<file path="src/rtl/fetch_pkg.sv">
// Shared constants and types for the instruction-fetch stage.
package fetch_pkg;
    localparam int          XLEN     = 32;
    localparam logic [31:0] NOP_INST = 32'h0000_0013;
    localparam int          PC_STEP  = 4;

    typedef struct packed {
        logic [XLEN-1:0] inst;
        logic [XLEN-1:0] pc;
    } fetch_entry_t;
endpackage

</file>
<file path="src/rtl/fetch_fifo.sv">
// Small synchronous FIFO. Flush empties it in one cycle; push when full and pop when empty are ignored.
module fetch_fifo
    import fetch_pkg::*;
#(
    parameter int  DEPTH = 2,
    parameter type T     = fetch_entry_t,
    parameter int  CW    = $clog2(DEPTH + 1)
) (
    input  logic          clk,
    input  logic          rst,
    input  logic          flush_i,
    input  logic          push_i,
    input  T              din_i,
    input  logic          pop_i,
    output T              dout_o,
    output logic [CW-1:0] count_o,
    output logic          full_o,
    output logic          empty_o
);
    localparam int PW = $clog2(DEPTH);

    T              mem_q [DEPTH];
    logic [PW-1:0] wr_q, rd_q;
    logic [CW-1:0] cnt_q;
    logic          do_push, do_pop;

    assign full_o  = (cnt_q == CW'(DEPTH));
    assign empty_o = (cnt_q == '0);
    assign count_o = cnt_q;
    assign dout_o  = mem_q[rd_q];
    assign do_push = push_i && !full_o;
    assign do_pop  = pop_i && !empty_o;

    always_ff @(posedge clk) begin
        if (do_push) mem_q[wr_q] <= din_i;
    end

    // DEPTH is a power of two, so the pointers wrap naturally.
    always_ff @(posedge clk) begin
        if (rst || flush_i) begin
            wr_q  <= '0;
            rd_q  <= '0;
            cnt_q <= '0;
        end else begin
            if (do_push) wr_q <= wr_q + PW'(1);
            if (do_pop)  rd_q <= rd_q + PW'(1);
            cnt_q <= cnt_q + CW'(do_push) - CW'(do_pop);
        end
    end
endmodule

</file>
<file path="src/rtl/fetch_stage.sv">
// Instruction-fetch stage: owns the fetch PC, issues credit-limited imem requests,
// buffers in-order responses for decode and discards stale responses after a redirect.
module fetch_stage
    import fetch_pkg::*;
#(
    parameter int                    ADDR_WIDTH = 32,
    parameter int                    INST_WIDTH = 32,
    parameter logic [ADDR_WIDTH-1:0] RESET_PC   = '0,
    parameter int                    FIFO_DEPTH = 2
) (
    input  logic                  clk,
    input  logic                  rst,
    output logic                  imem_req_valid,
    input  logic                  imem_req_ready,
    output logic [ADDR_WIDTH-1:0] imem_req_addr,
    input  logic                  imem_resp_valid,
    input  logic [INST_WIDTH-1:0] imem_resp_data,
    input  logic                  stall,
    input  logic                  redirect_valid,
    input  logic [ADDR_WIDTH-1:0] redirect_pc,
    output logic [INST_WIDTH-1:0] instruction,
    output logic                  inst_valid,
    output logic [ADDR_WIDTH-1:0] inst_pc,
    output logic [ADDR_WIDTH-1:0] inst_pc_plus4
);
    localparam int CW = $clog2(FIFO_DEPTH + 1);

    logic [ADDR_WIDTH-1:0] fetch_pc_q, fetch_pc_d;
    logic [CW-1:0]         pending_q, pending_d, drop_q, drop_d;
    logic [CW-1:0]         buf_cnt, pc_cnt;
    logic                  buf_full, buf_empty, pc_full, pc_empty;
    fetch_entry_t          buf_din, buf_head;
    logic [ADDR_WIDTH-1:0] pc_head;
    logic [CW:0]           inflight;
    logic                  fire, resp_ok, resp_keep, buf_pop;
    logic                  unused_ok;

    // Credit covers both outstanding requests and buffered words, so the buffer never overflows.
    assign inflight       = {1'b0, pending_q} + {1'b0, buf_cnt};
    assign imem_req_valid = !rst && !redirect_valid && (inflight < (CW+1)'(FIFO_DEPTH));
    assign imem_req_addr  = fetch_pc_q;
    assign fire           = imem_req_valid && imem_req_ready;

    assign resp_ok   = imem_resp_valid && (pending_q != '0);
    assign resp_keep = resp_ok && (drop_q == '0) && !redirect_valid;
    assign buf_din   = '{inst: imem_resp_data, pc: pc_head};

    assign inst_valid    = !rst && !buf_empty;
    assign buf_pop       = inst_valid && !stall && !redirect_valid;
    assign instruction   = inst_valid ? buf_head.inst : NOP_INST;
    assign inst_pc       = inst_valid ? buf_head.pc : '0;
    assign inst_pc_plus4 = inst_pc + ADDR_WIDTH'(PC_STEP);

    assign unused_ok = ^{pc_cnt, pc_full, pc_empty, buf_full, redirect_pc[1:0]};

    always_comb begin
        fetch_pc_d = fetch_pc_q;
        pending_d  = pending_q + CW'(fire) - CW'(resp_ok);
        drop_d     = drop_q - CW'(resp_ok && (drop_q != '0));
        if (redirect_valid) begin
            // Everything still outstanding after this cycle's response is stale.
            fetch_pc_d = {redirect_pc[ADDR_WIDTH-1:2], 2'b00};
            drop_d     = pending_d;
        end else if (fire) begin
            fetch_pc_d = fetch_pc_q + ADDR_WIDTH'(PC_STEP);
        end
    end

    always_ff @(posedge clk) begin
        if (rst) begin
            fetch_pc_q <= RESET_PC;
            pending_q  <= '0;
            drop_q     <= '0;
        end else begin
            fetch_pc_q <= fetch_pc_d;
            pending_q  <= pending_d;
            drop_q     <= drop_d;
        end
    end

    fetch_fifo #(.DEPTH(FIFO_DEPTH), .T(fetch_entry_t)) u_ibuf (
        .clk     (clk),
        .rst     (rst),
        .flush_i (redirect_valid),
        .push_i  (resp_keep),
        .din_i   (buf_din),
        .pop_i   (buf_pop),
        .dout_o  (buf_head),
        .count_o (buf_cnt),
        .full_o  (buf_full),
        .empty_o (buf_empty)
    );

    // Tracks the address of every accepted request until its response returns.
    fetch_fifo #(.DEPTH(FIFO_DEPTH), .T(logic [ADDR_WIDTH-1:0])) u_pcq (
        .clk     (clk),
        .rst     (rst),
        .flush_i (1'b0),
        .push_i  (fire),
        .din_i   (imem_req_addr),
        .pop_i   (resp_ok),
        .dout_o  (pc_head),
        .count_o (pc_cnt),
        .full_o  (pc_full),
        .empty_o (pc_empty)
    );
endmodule

</file>
<file path="config.mk">
export PLATFORM = sky130hd
export DESIGN_NAME = fetch_stage
export DESIGN_NICKNAME = d
export VERILOG_FILES = /design/src/rtl/fetch_pkg.sv /design/src/rtl/fetch_fifo.sv /design/src/rtl/fetch_stage.sv
export SDC_FILE = /design/constraint.sdc
export NUM_CORES = 1
export LEC_CHECK = 0
export CAP_MARGIN = 10
export CORE_ASPECT_RATIO = 1.25
export CORE_MARGIN = 5
export CORE_UTILIZATION = 56
export CTS_BUF_LIST = sky130_fd_sc_hd__clkbuf_8 sky130_fd_sc_hd__clkbuf_16
export DETAILED_ROUTE_END_ITERATION = 12
export GPL_TIMING_DRIVEN = 0
export PLACE_DENSITY = 0.85
export SYNTH_ARGS = -nofsm -noshare
export SYNTH_HDL_FRONTEND = slang
export SYNTH_HIERARCHICAL = 1
export SYNTH_SLANG_ARGS = --single-unit
</file>
<file path="constraint.sdc">
create_clock -name clk -period 9.7 [get_ports clk]
set_clock_uncertainty 0.1 [all_clocks]
set_input_delay 1.94 -clock clk [delete_from_list [all_inputs] [get_ports clk]]
set_output_delay 1.94 -clock clk [all_outputs]
set_load 0.05 [all_outputs]
</file>
After elaboration in Yosys (flattened, before gate mapping)

Memories as Yosys holds them, arrays and structs flattened. A register that Yosys moved wholly into a read port is not among the register bits.
Cells that the tools add are included.

Bits in registers: 44
RAM bits: 192
Output and inout bits: 130
Word-level logic and storage cells: 71
Memories: 2

Memory list:

| name         | words | width | rd ports | clocked after memory_dff | wr ports | RTL line         | text |
|---|---|---|---|---|---|---|---|
| u_ibuf.mem_q | 2     | 64    | 1        | 1                        | 1        | fetch_fifo.sv:22 | `T mem_q [DEPTH];` |
| u_pcq.mem_q  | 2     | 32    | 1        | 1                        | 1        | fetch_fifo.sv:22 |  |

$lt $le $gt $ge: 1
Equal/unequal tests: 2
Multiplexer cells: 13
Reduce and logical (&&, ||, !) cells: 29
Add/subtract/negate cells: 14

Operators by type and width:

| operator              | count |
|---|---|
| $mux 32               | 4 |
| $add 32x3->32 const B | 2 |
| $logic_and 1x1->1     | 14 |
| $mux 1                | 8 |
| $sub 2x1->2           | 4 |
| $logic_not 1->1       | 7 |
| $add 2x1->2           | 3 |
| $logic_not 2->1       | 3 |
| $reduce_bool 2->1     | 3 |
| $add 1x1->1 const B   | 4 |
| $eq 2x2->1 const B    | 2 |
| $add 2x2->3           | 1 |
| $lt 3x2->1 const B    | 1 |
| $mux 2                | 1 |
| $reduce_or 2->1       | 1 |
| $logic_or 1x1->1      | 1 |

Logic depth before layout (Yosys ltp)

Gate-level depths: netlist (run 1).

Depth after elaboration: 8
Gate-level depth with buffers: 14
Depth with buffers taken out: 12

Modules after synthesis

Netlist (run 1), hierarchy kept.

Modules (own cells, without submodules):

| module               | seq. area each (sq um) | area an instance (sq um) | cells each | instances |
|---|---|---|---|---|
| fetch_fifo at u_ibuf | 3943.8                 | 4855.9                   | 228        | 1 |
| fetch_stage          | 680.7                  | 3037.9                   | 418        | 1 |
| fetch_fifo at u_pcq  | 2021.9                 | 2549.9                   | 129        | 1 |

Worst setup path after synthesis (run 1)

Ideal clock, no wire load.

Path kind: input to output
Start point: input rst
End point: output inst_pc_plus4[20]
Data required time: 7660 ps
Path slack: 1397 ps
Path buffers: 4
Arrival time: 6263 ps
Stages on the path: 14
Cell sequence: clkbuf_1 > or2_2 > inv_1 > clkbuf_1 > clkbuf_1 > nand2_1 > inv_1 > ha_1 > and4_1 > clkbuf_1 > nand2_1 > nor3_1 > nand3_1 > xnor2_1

Word-level cells in the longest chain between the ends: 4

Ends and longest elaborated chain:

| element           | RTL line          | text |
|---|---|---|
| from (decl)       | fetch_stage.sv:12 | `input logic rst,` |
| $logic_not 1->1   | fetch_stage.sv:48 | `assign inst_valid = !rst && !buf_empty;` |
| $logic_and 1x1->1 | fetch_stage.sv:48 |  |
| via inst_valid    | fetch_stage.sv:22 | `output logic inst_valid,` |
| $mux 32           | fetch_stage.sv:51 | `assign inst_pc = inst_valid ? buf_head.pc : '0;` |
| via inst_pc[2]    | fetch_stage.sv:23 | `output logic [ADDR_WIDTH-1:0] inst_pc,` |
| $add 32x3->32     | fetch_stage.sv:52 | `assign inst_pc_plus4 = inst_pc + ADDR_WIDTH'(PC_STEP);` |
| to (decl)         | fetch_stage.sv:24 | `output logic [ADDR_WIDTH-1:0] inst_pc_plus4` |

The timed path passes the listed nets, and every way through them passes these cells.

Worst setup path in the final report (run 1)

Start point: input rst
End point: output inst_pc_plus4[22]

Word-level cells in the longest chain between the ends: 4

Ends and longest elaborated chain:

| element           | RTL line |
|---|---|
| $logic_not 1->1   | fetch_stage.sv:48 |
| $logic_and 1x1->1 | fetch_stage.sv:48 |
| $mux 32           | fetch_stage.sv:51 |
| $add 32x3->32     | fetch_stage.sv:52 |

Every way passes these cells.

==> metrics.txt, run 1 <==
# TYPE chip_impl_metric gauge
chip_impl_metric{name="drv_slew",unit=""} 0
chip_impl_metric{name="grt.overflow.total",unit=""} 0
chip_impl_metric{name="floorplan.die.width",unit="µm"} 132
chip_impl_metric{name="route.antenna.remaining_nets",unit=""} 0
chip_impl_info{name="regToRegStartpoint",value="u_ibuf/count_o[0]$_SDFF_PP0_"} 1
chip_impl_metric{name="timing.final.crit_share",unit="%"} 88.0
chip_impl_metric{name="gp_congestion",unit=""} 0.895
chip_impl_info{name="worst_setup_path_category",value="in2out"} 1
chip_impl_metric{name="chipHeight",unit="µm"} 163
chip_impl_metric{name="ctsHoldBuffers",unit=""} 0
chip_impl_metric{name="cts_resized",unit=""} 0
chip_impl_metric{name="ant_diodes",unit=""} 0
chip_impl_metric{name="h-tree-depth",unit=""} 1
chip_impl_info{name="setup.worst_path.end_class",value="primary output"} 1
chip_impl_metric{name="die-area",unit="µm²"} 21500
chip_impl_metric{name="final_layout_size_suffix_gt1_share",unit="%"} 16.1
chip_impl_metric{name="grt_pass1_vias",unit=""} 7147
chip_impl_metric{name="worst_r2r_path_depth",unit=""} 9
chip_impl_info{name="timing.hold.worst.class",value="reg2reg"} 1
chip_impl_metric{name="critical_path_peak_fanout",unit=""} 10
chip_impl_metric{name="core_area",unit="µm²"} 18200
chip_impl_metric{name="area_overhead_of_the_layout_relative_to_synthesis",unit="%"} 29.4
chip_impl_metric{name="power.ir.vdd_worst",unit="mV"} 0.120
chip_impl_metric{name="route.final.wire_length",unit="µm"} 25000
chip_impl_metric{name="antenna_found_initial",unit=""} 0
chip_impl_metric{name="flop_to_flop_setup_slack",unit="ps"} 6450
chip_impl_metric{name="syn_area",unit="µm²"} 10400
chip_impl_metric{name="routedWlPerCell",unit="µm"} 20.1
chip_impl_metric{name="detail_route.vias_per_cell",unit=""} 5.53
chip_impl_metric{name="drc_errors",unit=""} 0
chip_impl_metric{name="final_hold_viol_count",unit=""} 0
chip_impl_metric{name="syn_area_per_cell",unit="µm²"} 13.5
chip_impl_metric{name="pre_cts_slack",unit="ps"} 1130
chip_impl_metric{name="largest_net_degree_at_the_start_of_global_routing",unit=""} 65
chip_impl_info{name="cts.root.buffer_cell",value="clkbuf_16"} 1
chip_impl_metric{name="cts.clk_slew.worst_paths",unit="ps"} 60
chip_impl_info{name="hold_start",value="u_ibuf/wr_q$_SDFFE_PP0P_"} 1
chip_impl_metric{name="leakagePower",unit="nW"} 4.66
chip_impl_metric{name="required_time_at_the_endpoint_of_the_critical_path",unit="ps"} 7660
chip_impl_metric{name="io-pin-count",unit=""} 200
chip_impl_metric{name="tns",unit="ps"} 0
chip_impl_metric{name="detailedRoute.firstIterationViolations",unit=""} 415
chip_impl_metric{name="clockBufferDepth",unit=""} 3
chip_impl_metric{name="synth-warning-count",unit=""} 6
chip_impl_metric{name="clock_latency",unit="ps"} 490
chip_impl_metric{name="cts_sinks",unit=""} 236
chip_impl_metric{name="drt_pre_antenna_iters",unit=""} 5
chip_impl_info{name="tritoncts",value="built"} 1
chip_impl_metric{name="grt_usage",unit="%"} 22.9
chip_impl_metric{name="min_period",unit="ps"} 8540
chip_impl_metric{name="power.density",unit="nW/µm²"} 174
chip_impl_metric{name="achievable-frequency",unit="MHz"} 117
chip_impl_metric{name="postSynthCellCount",unit=""} 774
chip_impl_metric{name="grt_first_pass_wirelength",unit="µm"} 39200
chip_impl_metric{name="via_count",unit=""} 6886
chip_impl_metric{name="initial_core_util",unit="%"} 57.2
chip_impl_info{name="critical_path.reg2reg.endpoint",value="u_pcq/mem_q[0][0]$_DFFE_PP_"} 1
chip_impl_metric{name="tritoncts.num_buffers",unit=""} 23
chip_impl_metric{name="layout_setup_ws",unit="ps"} 1160
chip_impl_metric{name="worst_slew_pin_slew",unit="ps"} 960
chip_impl_info{name="critPathLaunchType",value="input port"} 1
chip_impl_info{name="whs_endpoint",value="u_ibuf/wr_q$_SDFFE_PP0P_"} 1
chip_impl_metric{name="whs_path_depth",unit=""} 2
chip_impl_metric{name="setup_viol",unit=""} 0
chip_impl_metric{name="critPathArrivalTime",unit="ps"} 6500
chip_impl_metric{name="postCtsSetupBuffers",unit=""} 0
chip_impl_metric{name="num_rows",unit=""} 55
chip_impl_info{name="result_of_the_run",value="finished clean"} 1
chip_impl_metric{name="hpwl_detailed",unit="µm"} 17500
chip_impl_metric{name="final_nets",unit=""} 1082
chip_impl_info{name="rsz0062_at_grt",value="false"} 1
chip_impl_metric{name="power",unit="mW"} 2.36
chip_impl_metric{name="drv_cap",unit=""} 0
chip_impl_metric{name="place.port_buffers",unit=""} 195
chip_impl_metric{name="headroom_to_the_max_slew_limit",unit="%"} 36.0
## worst max-delay path, stage by stage
cell,delay [ps]
clkdlybuf4s50_1,460
clkbuf_1,260
or2_2,360
inv_1,150
clkbuf_1,400
clkbuf_1,340
nand2_1,130
inv_1,100
ha_1,210
and4_1,180
clkbuf_1,370
nand2_1,100
nor3_1,340
nand2_1,120
xnor2_1,190
clkdlybuf4s50_1,850
## worst max path at each step
stage,cells past startpoint,end,slack (ps),startpoint
5_1_grt,16,inst_pc_plus4[20],910,rst
3_5_place_dp,16,inst_pc_plus4[20],1130,rst
4_1_cts,16,inst_pc_plus4[20],1120,rst
6_report,16,inst_pc_plus4[22],1160,rst
3_3_place_gp,15,inst_pc_plus4[20],1190,rst
2_1_floorplan,14,inst_pc_plus4[20],1400,rst
## metrics by stage
stage / area (µm²) / utilization (%) / hold slack (ps) / std cells
after floorplan: 10500 / - / 358 / 780
after global placement: 12700 / 69.6 / 367 / 1203
after detailed placement: 12700 / 69.7 / 388 / 1203
after CTS: 13500 / 73.9 / 396 / 1244
after global routing: 13500 / 74.1 / 425 / 1246
final: 13500 / 74.1 / 401 / 1246
## metal layers
| layer | up-vias | part of all wire, % | global-route usage (%) |
|---|---|---|---|
| li1 | 3279 | - | - |
| met1 | 3290 | 40 | 28.7 |
| met2 | 262 | 52 | 41.0 |
| met3 | 55 | 5.7 | 3.12 |
| met4 | 0 | 2.7 | 7.30 |
| met5 | - | 0 | 0 |
## cell usage in the layout, fill, tap and decap left out, types with 14 or more instances in the layout
cell type        instances
dfxtp_1                 44
xor2_1                  25
nand3_1                 17
clkbuf_16               25
and2_1                  60
clkbuf_1                21
nor2_1                  51
mux2_2                  94
xnor2_1                 33
nand2_1                 38
edfxtp_1               192
inv_1                   21
a21oi_1                 14
nand4_1                 27
clkdlybuf4s50_1        195
## area by class of cell
cell class,instances,area (µm²)
flip-flops and latches,236,6650
fillers,1173,4730
multi-input cells,483,3530
repair buffers,197,1980
clock buffers,29,681
well taps,228,285
plain buffers,39,205
clock inverters,12,90.1
inverters,22,85.1
## state kept, by name, indices dropped and copies added, names as in the netlist, 2 cells and up, named ones only
name / count
drop_q: 2
imem_req_addr: 30
u_pcq/mem_q: 64
u_pcq/count_o: 2
pending_q: 2
u_ibuf/count_o: 2
u_ibuf/mem_q: 128
## where the power goes
group | leakage [nW] | internal, mW | total [mW] | switching (mW)
logic | 2.17 | 0.114 | 0.288 | 0.174
registers | 2.11 | 1.16 | 1.19 | 0.0337
clock network | 0.381 | 0.522 | 0.879 | 0.356
Note: power is estimated with default switching activity, not from simulation.
==> inputs of run 2 (changes only) <==
--- a/config.mk
+++ b/config.mk
@@ -13,6 +13,7 @@
 export DETAILED_ROUTE_END_ITERATION = 12
 export GPL_TIMING_DRIVEN = 0
 export PLACE_DENSITY = 0.85
+export SLEW_MARGIN = 30
 export SYNTH_ARGS = -nofsm -noshare
 export SYNTH_HDL_FRONTEND = slang
 export SYNTH_HIERARCHICAL = 1
==> run 2 against run 1 <==
Core utilization is 0.39 points lower. Fmax increased by 0.25%. Via count shrank 0.12%. Final cell count down 0.16%. Worst hold slack improved by 20 ps. Combinational power about the same. Global-route usage barely moved.
==> metrics.txt, run 2 (synthesis gave the netlist of run 1 again) <==
# TYPE chip_impl_metric gauge
chip_impl_info{name="result_of_the_run",value="finished clean"} 1
chip_impl_metric{name="power",unit="mW"} 2.30
chip_impl_metric{name="routedWlPerCell",unit="µm"} 19.9
chip_impl_metric{name="setup_viol",unit=""} 0
chip_impl_info{name="worst_path_most_repeated_cell",value="clkbuf_1"} 1
chip_impl_metric{name="via_count",unit=""} 6878
chip_impl_metric{name="clockBufferDepth",unit=""} 3
chip_impl_metric{name="grt_pass1_vias",unit=""} 7224
chip_impl_metric{name="num_rows",unit=""} 55
chip_impl_metric{name="placed_area",unit="µm²"} 12800
chip_impl_metric{name="grt.overflow.total",unit=""} 0
chip_impl_metric{name="power.ir.vdd_worst",unit="mV"} 0.147
chip_impl_metric{name="tritoncts.num_buffers",unit=""} 22
chip_impl_metric{name="clock_latency",unit="ps"} 500
chip_impl_metric{name="largest_reg_flops",unit=""} 128
chip_impl_metric{name="drv_cap",unit=""} 0
chip_impl_metric{name="final-seq-area",unit="µm²"} 6650
chip_impl_metric{name="h-tree-depth",unit=""} 1
chip_impl_metric{name="achievable-frequency",unit="MHz"} 117
chip_impl_metric{name="gp_congestion",unit=""} 0.895
chip_impl_metric{name="required_time_at_the_endpoint_of_the_critical_path",unit="ps"} 7660
chip_impl_metric{name="ctsHoldBuffers",unit=""} 0
chip_impl_info{name="cts.root.buffer_cell",value="clkbuf_16"} 1
chip_impl_metric{name="final_design_area_no_fill",unit="µm²"} 13400
chip_impl_info{name="final_cell_mix",value="195 x clkdlybuf4s50_1, 192 x edfxtp_1, 94 x mux2_2"} 1
chip_impl_metric{name="final_layout_size_suffix_gt1_share",unit="%"} 15.6
chip_impl_metric{name="layout_setup_ws",unit="ps"} 1180
chip_impl_metric{name="timing.final.crit_share",unit="%"} 87.8
chip_impl_metric{name="route.final.wire_length",unit="µm"} 24700
chip_impl_metric{name="pre_cts_slack",unit="ps"} 1190
chip_impl_metric{name="final_hold_viol_count",unit=""} 0
chip_impl_metric{name="tns",unit="ps"} 0
chip_impl_metric{name="place.port_buffers",unit=""} 195
chip_impl_metric{name="place_inst",unit=""} 1205
chip_impl_metric{name="grt_first_pass_wirelength",unit="µm"} 39200
chip_impl_metric{name="worst_slew_pin_slew",unit="ps"} 815
chip_impl_info{name="timing.hold.worst.class",value="reg2reg"} 1
chip_impl_metric{name="cts_sinks",unit=""} 236
chip_impl_metric{name="detailedRoute.firstIterationViolations",unit=""} 376
chip_impl_metric{name="min_period",unit="ps"} 8520
chip_impl_info{name="crit_chain",value="clkdlybuf4s50_1 > clkbuf_1 > or2_2 > inv_1 > clkbuf_1 > clkbuf_1 > nand2_1 > inv_1 > ha_1 > and4_1 > clkbuf_1 > nand2_1 > nor3_1 > nand3_1 > xnor2_1 > clkdlybuf4s50_1"} 1
chip_impl_metric{name="final_nets",unit=""} 1081
chip_impl_metric{name="drt_pre_antenna_iters",unit=""} 5
chip_impl_info{name="cp_top_delay_family",value="buffers and inverters"} 1
chip_impl_info{name="library_cell_contributing_the_largest_single_delay_on_the_critical_path",value="clkdlybuf4s50_1"} 1
chip_impl_info{name="tritoncts",value="built"} 1
chip_impl_info{name="setup.worst_path.end_class",value="primary output"} 1
chip_impl_metric{name="power.density",unit="nW/µm²"} 171
chip_impl_info{name="critPathLaunchType",value="input port"} 1
chip_impl_info{name="layout.cells.most_common",value="clkdlybuf4s50_1"} 1
chip_impl_metric{name="grt_usage",unit="%"} 22.9
chip_impl_metric{name="critical_path_peak_fanout",unit=""} 10
chip_impl_metric{name="instances_no_fill",unit=""} 1244
chip_impl_metric{name="hpwl_detailed",unit="µm"} 17500
chip_impl_metric{name="die-area",unit="µm²"} 21500
chip_impl_metric{name="io-pin-count",unit=""} 200
chip_impl_metric{name="headroom_to_the_max_slew_limit",unit="%"} 45.2
chip_impl_metric{name="initial_core_util",unit="%"} 57.2
chip_impl_metric{name="chipHeight",unit="µm"} 163
chip_impl_metric{name="route.antenna.remaining_nets",unit=""} 0
chip_impl_metric{name="floorplan.die.width",unit="µm"} 132
chip_impl_metric{name="drv_slew",unit=""} 0
chip_impl_metric{name="antenna_found_initial",unit=""} 0
chip_impl_metric{name="cts_resized",unit=""} 0
chip_impl_metric{name="drc_errors",unit=""} 0
chip_impl_metric{name="postCtsSetupBuffers",unit=""} 0
chip_impl_metric{name="ant_diodes",unit=""} 0
chip_impl_metric{name="multi_input_area",unit="µm²"} 3540
chip_impl_metric{name="critical_path_buf_inv_count",unit=""} 8
chip_impl_info{name="rsz0062_at_grt",value="false"} 1
chip_impl_metric{name="area_overhead_of_the_layout_relative_to_synthesis",unit="%"} 28.7
chip_impl_metric{name="finish.utilization",unit="%"} 73.7
chip_impl_metric{name="leakagePower",unit="nW"} 4.64
chip_impl_info{name="worst_setup_path_category",value="in2out"} 1
chip_impl_metric{name="core_area",unit="µm²"} 18200
chip_impl_metric{name="critPathArrivalTime",unit="ps"} 6480
chip_impl_metric{name="cts.clk_slew.worst_paths",unit="ps"} 60
chip_impl_metric{name="detail_route.vias_per_cell",unit=""} 5.53
chip_impl_metric{name="largest_net_degree_at_the_start_of_global_routing",unit=""} 41
chip_impl_metric{name="slowest_delay",unit="ps"} 830
chip_impl_info{name="largest-register",value="u_ibuf/mem_q"} 1
chip_impl_metric{name="timing.hold.ws",unit="ps"} 421
chip_impl_metric{name="num-fill-cells",unit=""} 1158
## run 2: changes by cell type in the layout (fill, tap and decap cells not counted), sizes merged
cell / delta
buf: +1
clkbuf: -5
clkinv: +3
inv: +3
clkinvlp: -4
## run 2: path summary, 6_finish.rpt
kind | from | end | slack, ps | cells past startpoint
setup / recovery | rst | inst_pc_plus4[20] | 1180 | 16
hold / removal | u_ibuf/wr_q$_SDFFE_PP0P_ | u_ibuf/wr_q$_SDFFE_PP0P_ | 420 | 2
setup reg to reg | u_ibuf/count_o[0]$_SDFF_PP0_ | u_pcq/mem_q[0][0]$_DFFE_PP_ | 6420 | 8
hold reg to reg | u_ibuf/wr_q$_SDFFE_PP0P_ | u_ibuf/wr_q$_SDFFE_PP0P_ | 420 | 2
## run 2: final cells by class
cell class,instances,share of cell area (%)
sequential,236,49.5
buffer,39,1.53
timing repair buffer,197,14.8
clock buffer,25,4.49
inverter,22,0.633
tap,228,2.12
clock inverter,14,0.615
multi-input combinational,483,26.3
## run 2: worst min-delay path: stages (launching register included)
cell and delay (ps):
dfxtp_1 320, o21ai_0 80, a21oi_1 70
## run 2: report_power, final
group	leakage, nW	internal, mW	switching [mW]
sequential	2.11	1.16	0.0328
clock	0.362	0.468	0.352
combinational	2.17	0.115	0.174
## run 2: metal layers
metal / GRT usage, % / up-vias / share of wire [%]
met5: 0 / - / 0
met1: 28.9 / 3308 / 40
met4: 7.62 / 0 / 2.6
met3: 3.52 / 42 / 6.0
met2: 40.5 / 250 / 51
li1: - / 3278 / -
==> inputs of run 3 (changes only) <==
--- a/config.mk
+++ b/config.mk
@@ -13,6 +13,7 @@
 export DETAILED_ROUTE_END_ITERATION = 12
 export GPL_TIMING_DRIVEN = 0
 export PLACE_DENSITY = 0.85
+export REMOVE_ABC_BUFFERS = 1
 export SLEW_MARGIN = 30
 export SYNTH_ARGS = -nofsm -noshare
 export SYNTH_HDL_FRONTEND = slang
==> run 3 against run 2 <==
Final cell count decreased by 2.5%. Sequential share of layout area is 0.069 points lower. Non-clock buffer count down 34. Setup slack better by 790 ps. First-iteration DRC count is 2.4% higher. Combinational power about the same. Register-to-register slack lost 70 ps. Die area unchanged. Wire length fell by 3.7%. Total power rose by 4.8%. Worst hold slack worse by 35 ps. Sequential power barely moved.
==> metrics.txt, run 3 (synthesis gave the netlist of run 1 again) <==
# TYPE chip_impl_metric gauge
chip_impl_metric{name="achievable-frequency",unit="MHz"} 129
chip_impl_info{name="cp_top_delay_family",value="simple AND/OR/NAND/NOR gates"} 1
chip_impl_metric{name="clock_latency",unit="ps"} 510
chip_impl_info{name="layout.cells.most_common",value="clkdlybuf4s50_1"} 1
chip_impl_metric{name="layout_setup_ws",unit="ps"} 1970
chip_impl_metric{name="place.port_buffers",unit=""} 195
chip_impl_info{name="hold_start",value="u_pcq/wr_q$_SDFFE_PP0P_"} 1
chip_impl_metric{name="final_hold_viol_count",unit=""} 0
chip_impl_metric{name="clockBufferDepth",unit=""} 3
chip_impl_metric{name="critical_path_buf_inv_count",unit=""} 4
chip_impl_info{name="worst_path_most_repeated_cell",value="nand2_1"} 1
chip_impl_metric{name="critPathArrivalTime",unit="ps"} 5690
chip_impl_metric{name="ant_diodes",unit=""} 0
chip_impl_info{name="regToRegStartpoint",value="u_ibuf/count_o[0]$_SDFF_PP0_"} 1
chip_impl_metric{name="drc_errors",unit=""} 0
chip_impl_metric{name="final_nets",unit=""} 1048
chip_impl_metric{name="tritoncts.num_buffers",unit=""} 23
chip_impl_metric{name="io-pin-count",unit=""} 200
chip_impl_metric{name="slowest_delay",unit="ps"} 810
chip_impl_metric{name="drt_pre_antenna_iters",unit=""} 4
chip_impl_info{name="rsz0062_at_grt",value="false"} 1
chip_impl_metric{name="cts_sinks",unit=""} 236
chip_impl_metric{name="postCtsSetupBuffers",unit=""} 0
chip_impl_metric{name="grt_first_pass_wirelength",unit="µm"} 37600
chip_impl_metric{name="h-tree-depth",unit=""} 1
chip_impl_metric{name="route.final.wire_length",unit="µm"} 23800
chip_impl_metric{name="floorplan.die.width",unit="µm"} 132
chip_impl_metric{name="grt_usage",unit="%"} 21.8
chip_impl_metric{name="critical_path_peak_fanout",unit=""} 27
chip_impl_info{name="tritoncts",value="built"} 1
chip_impl_metric{name="die-area",unit="µm²"} 21500
chip_impl_metric{name="leakagePower",unit="nW"} 4.63
chip_impl_metric{name="required_time_at_the_endpoint_of_the_critical_path",unit="ps"} 7660
chip_impl_metric{name="core_area",unit="µm²"} 18200
chip_impl_info{name="largest-register",value="u_ibuf/mem_q"} 1
chip_impl_info{name="critical_path.reg2reg.endpoint",value="u_pcq/mem_q[0][4]$_DFFE_PP_"} 1
chip_impl_metric{name="ctsHoldBuffers",unit=""} 0
chip_impl_metric{name="flop_to_flop_setup_slack",unit="ps"} 6350
chip_impl_metric{name="whs_path_depth",unit=""} 2
chip_impl_info{name="crit_chain",value="buf_2 > or2_2 > inv_2 > nand2_1 > inv_1 > ha_1 > and4_1 > nand2_1 > nor3_1 > nand3_1 > xnor2_1 > clkdlybuf4s50_1"} 1
chip_impl_metric{name="antenna_found_initial",unit=""} 0
chip_impl_metric{name="worst_r2r_path_depth",unit=""} 8
chip_impl_metric{name="grt.overflow.total",unit=""} 0
chip_impl_metric{name="cts_resized",unit=""} 0
chip_impl_info{name="whs_endpoint",value="u_pcq/wr_q$_SDFFE_PP0P_"} 1
chip_impl_metric{name="chipHeight",unit="µm"} 163
chip_impl_info{name="worst_setup_path_category",value="in2out"} 1
chip_impl_metric{name="final_layout_size_suffix_gt1_share",unit="%"} 16.4
chip_impl_metric{name="pre_cts_slack",unit="ps"} 1960
chip_impl_metric{name="grt_pass1_vias",unit=""} 7020
chip_impl_metric{name="power.density",unit="nW/µm²"} 179
chip_impl_metric{name="power.ir.vdd_worst",unit="mV"} 0.134
chip_impl_metric{name="routedWlPerCell",unit="µm"} 19.6
chip_impl_info{name="timing.hold.worst.class",value="reg2reg"} 1
chip_impl_metric{name="finish.utilization",unit="%"} 73.8
chip_impl_metric{name="num_rows",unit=""} 55
chip_impl_info{name="setup.worst_path.end_class",value="primary output"} 1
chip_impl_metric{name="largest_net_degree_at_the_start_of_global_routing",unit=""} 48
chip_impl_metric{name="via_count",unit=""} 6777
chip_impl_metric{name="drv_slew",unit=""} 0
chip_impl_metric{name="min_period",unit="ps"} 7730
chip_impl_metric{name="timing.final.crit_share",unit="%"} 79.7
chip_impl_metric{name="hpwl_detailed",unit="µm"} 16000
chip_impl_metric{name="area_overhead_of_the_layout_relative_to_synthesis",unit="%"} 29.0
chip_impl_metric{name="initial_core_util",unit="%"} 57.2
chip_impl_metric{name="detailedRoute.firstIterationViolations",unit=""} 385
chip_impl_metric{name="route.antenna.remaining_nets",unit=""} 0
chip_impl_metric{name="drv_cap",unit=""} 0
chip_impl_info{name="cts.root.buffer_cell",value="clkbuf_16"} 1
chip_impl_metric{name="worst_slew_pin_slew",unit="ps"} 834
chip_impl_info{name="critPathLaunchType",value="input port"} 1
chip_impl_metric{name="gp_congestion",unit=""} 0.813
chip_impl_metric{name="detail_route.vias_per_cell",unit=""} 5.59
chip_impl_metric{name="largest_reg_flops",unit=""} 128
chip_impl_metric{name="tns",unit="ps"} 0
chip_impl_metric{name="headroom_to_the_max_slew_limit",unit="%"} 43.9
chip_impl_info{name="result_of_the_run",value="finished clean"} 1
chip_impl_info{name="library_cell_contributing_the_largest_single_delay_on_the_critical_path",value="clkdlybuf4s50_1"} 1
chip_impl_metric{name="cts.clk_slew.worst_paths",unit="ps"} 60
chip_impl_metric{name="setup_viol",unit=""} 0
chip_impl_info{name="final_cell_mix",value="193 x clkdlybuf4s50_1, 192 x edfxtp_1, 94 x mux2_2"} 1
## run 3: cell count changes in the layout (fill, tap and decap cells not counted), moves of 2 or more
cell             delta
dfxtp_1             -2
clkinv_1            -4
clkbuf_1           -21
inv_1               -3
buf_16              +4
inv_6               +2
buf_4              -12
clkinv_2            +2
buf_1               -2
bufinv_16           +3
clkdlybuf4s50_1     -2
## run 3: worst max path at each step
stage / startpoint / to / cells after the start
after global routing: rst / inst_pc_plus4[20] / 12
final: rst / inst_pc_plus4[20] / 12
after floorplan: rst / inst_pc_plus4[20] / 10
after global placement: rst / inst_pc_plus4[20] / 12
after detailed placement: rst / inst_pc_plus4[20] / 12
after CTS: rst / inst_pc_plus4[20] / 12
## run 3: cell type report
| type | instances | area [µm²] |
|---|---|---|
| multi-input cells | 483 | 3540 |
| inverters | 22 | 85.1 |
| flip-flops and latches | 236 | 6650 |
| well taps | 228 | 285 |
| fillers | 1190 | 4770 |
| clock buffers | 26 | 617 |
| clock inverters | 16 | 185 |
| repair buffers | 202 | 2100 |
## run 3: through the flow
stage          area [µm²]  power [mW]  hold WS, ps  std cells
2_1_floorplan       10300        1.38          358        741
3_3_place_gp        12500        1.48          365       1164
3_5_place_dp        12700        1.49          375       1171
4_1_cts             13500        2.43          384       1213
5_1_grt             13500        2.50          424       1213
6_report            13500        2.41          386       1213
## run 3: tightest hold or removal path: cells and delay by family (launching register included)
| family | cells | cell delay (ps) |
|---|---|---|
| compound gates | 2 | 130 |
| flops | 1 | 310 |
## run 3: power by group
part           switching (mW)  internal (mW)
clock network           0.370          0.564
registers              0.0326           1.16
logic                   0.171          0.116
## run 3: per-layer routing
layer / global-route usage [%] / routed length, µm / vias to the layer above
met2: 38.7 / 12400 / 252
met1: 27.2 / 9390 / 3261
met4: 7.86 / 758 / 0
met5: 0 / 0 / -
met3: 2.94 / 1260 / 51
li1: - / - / 3213
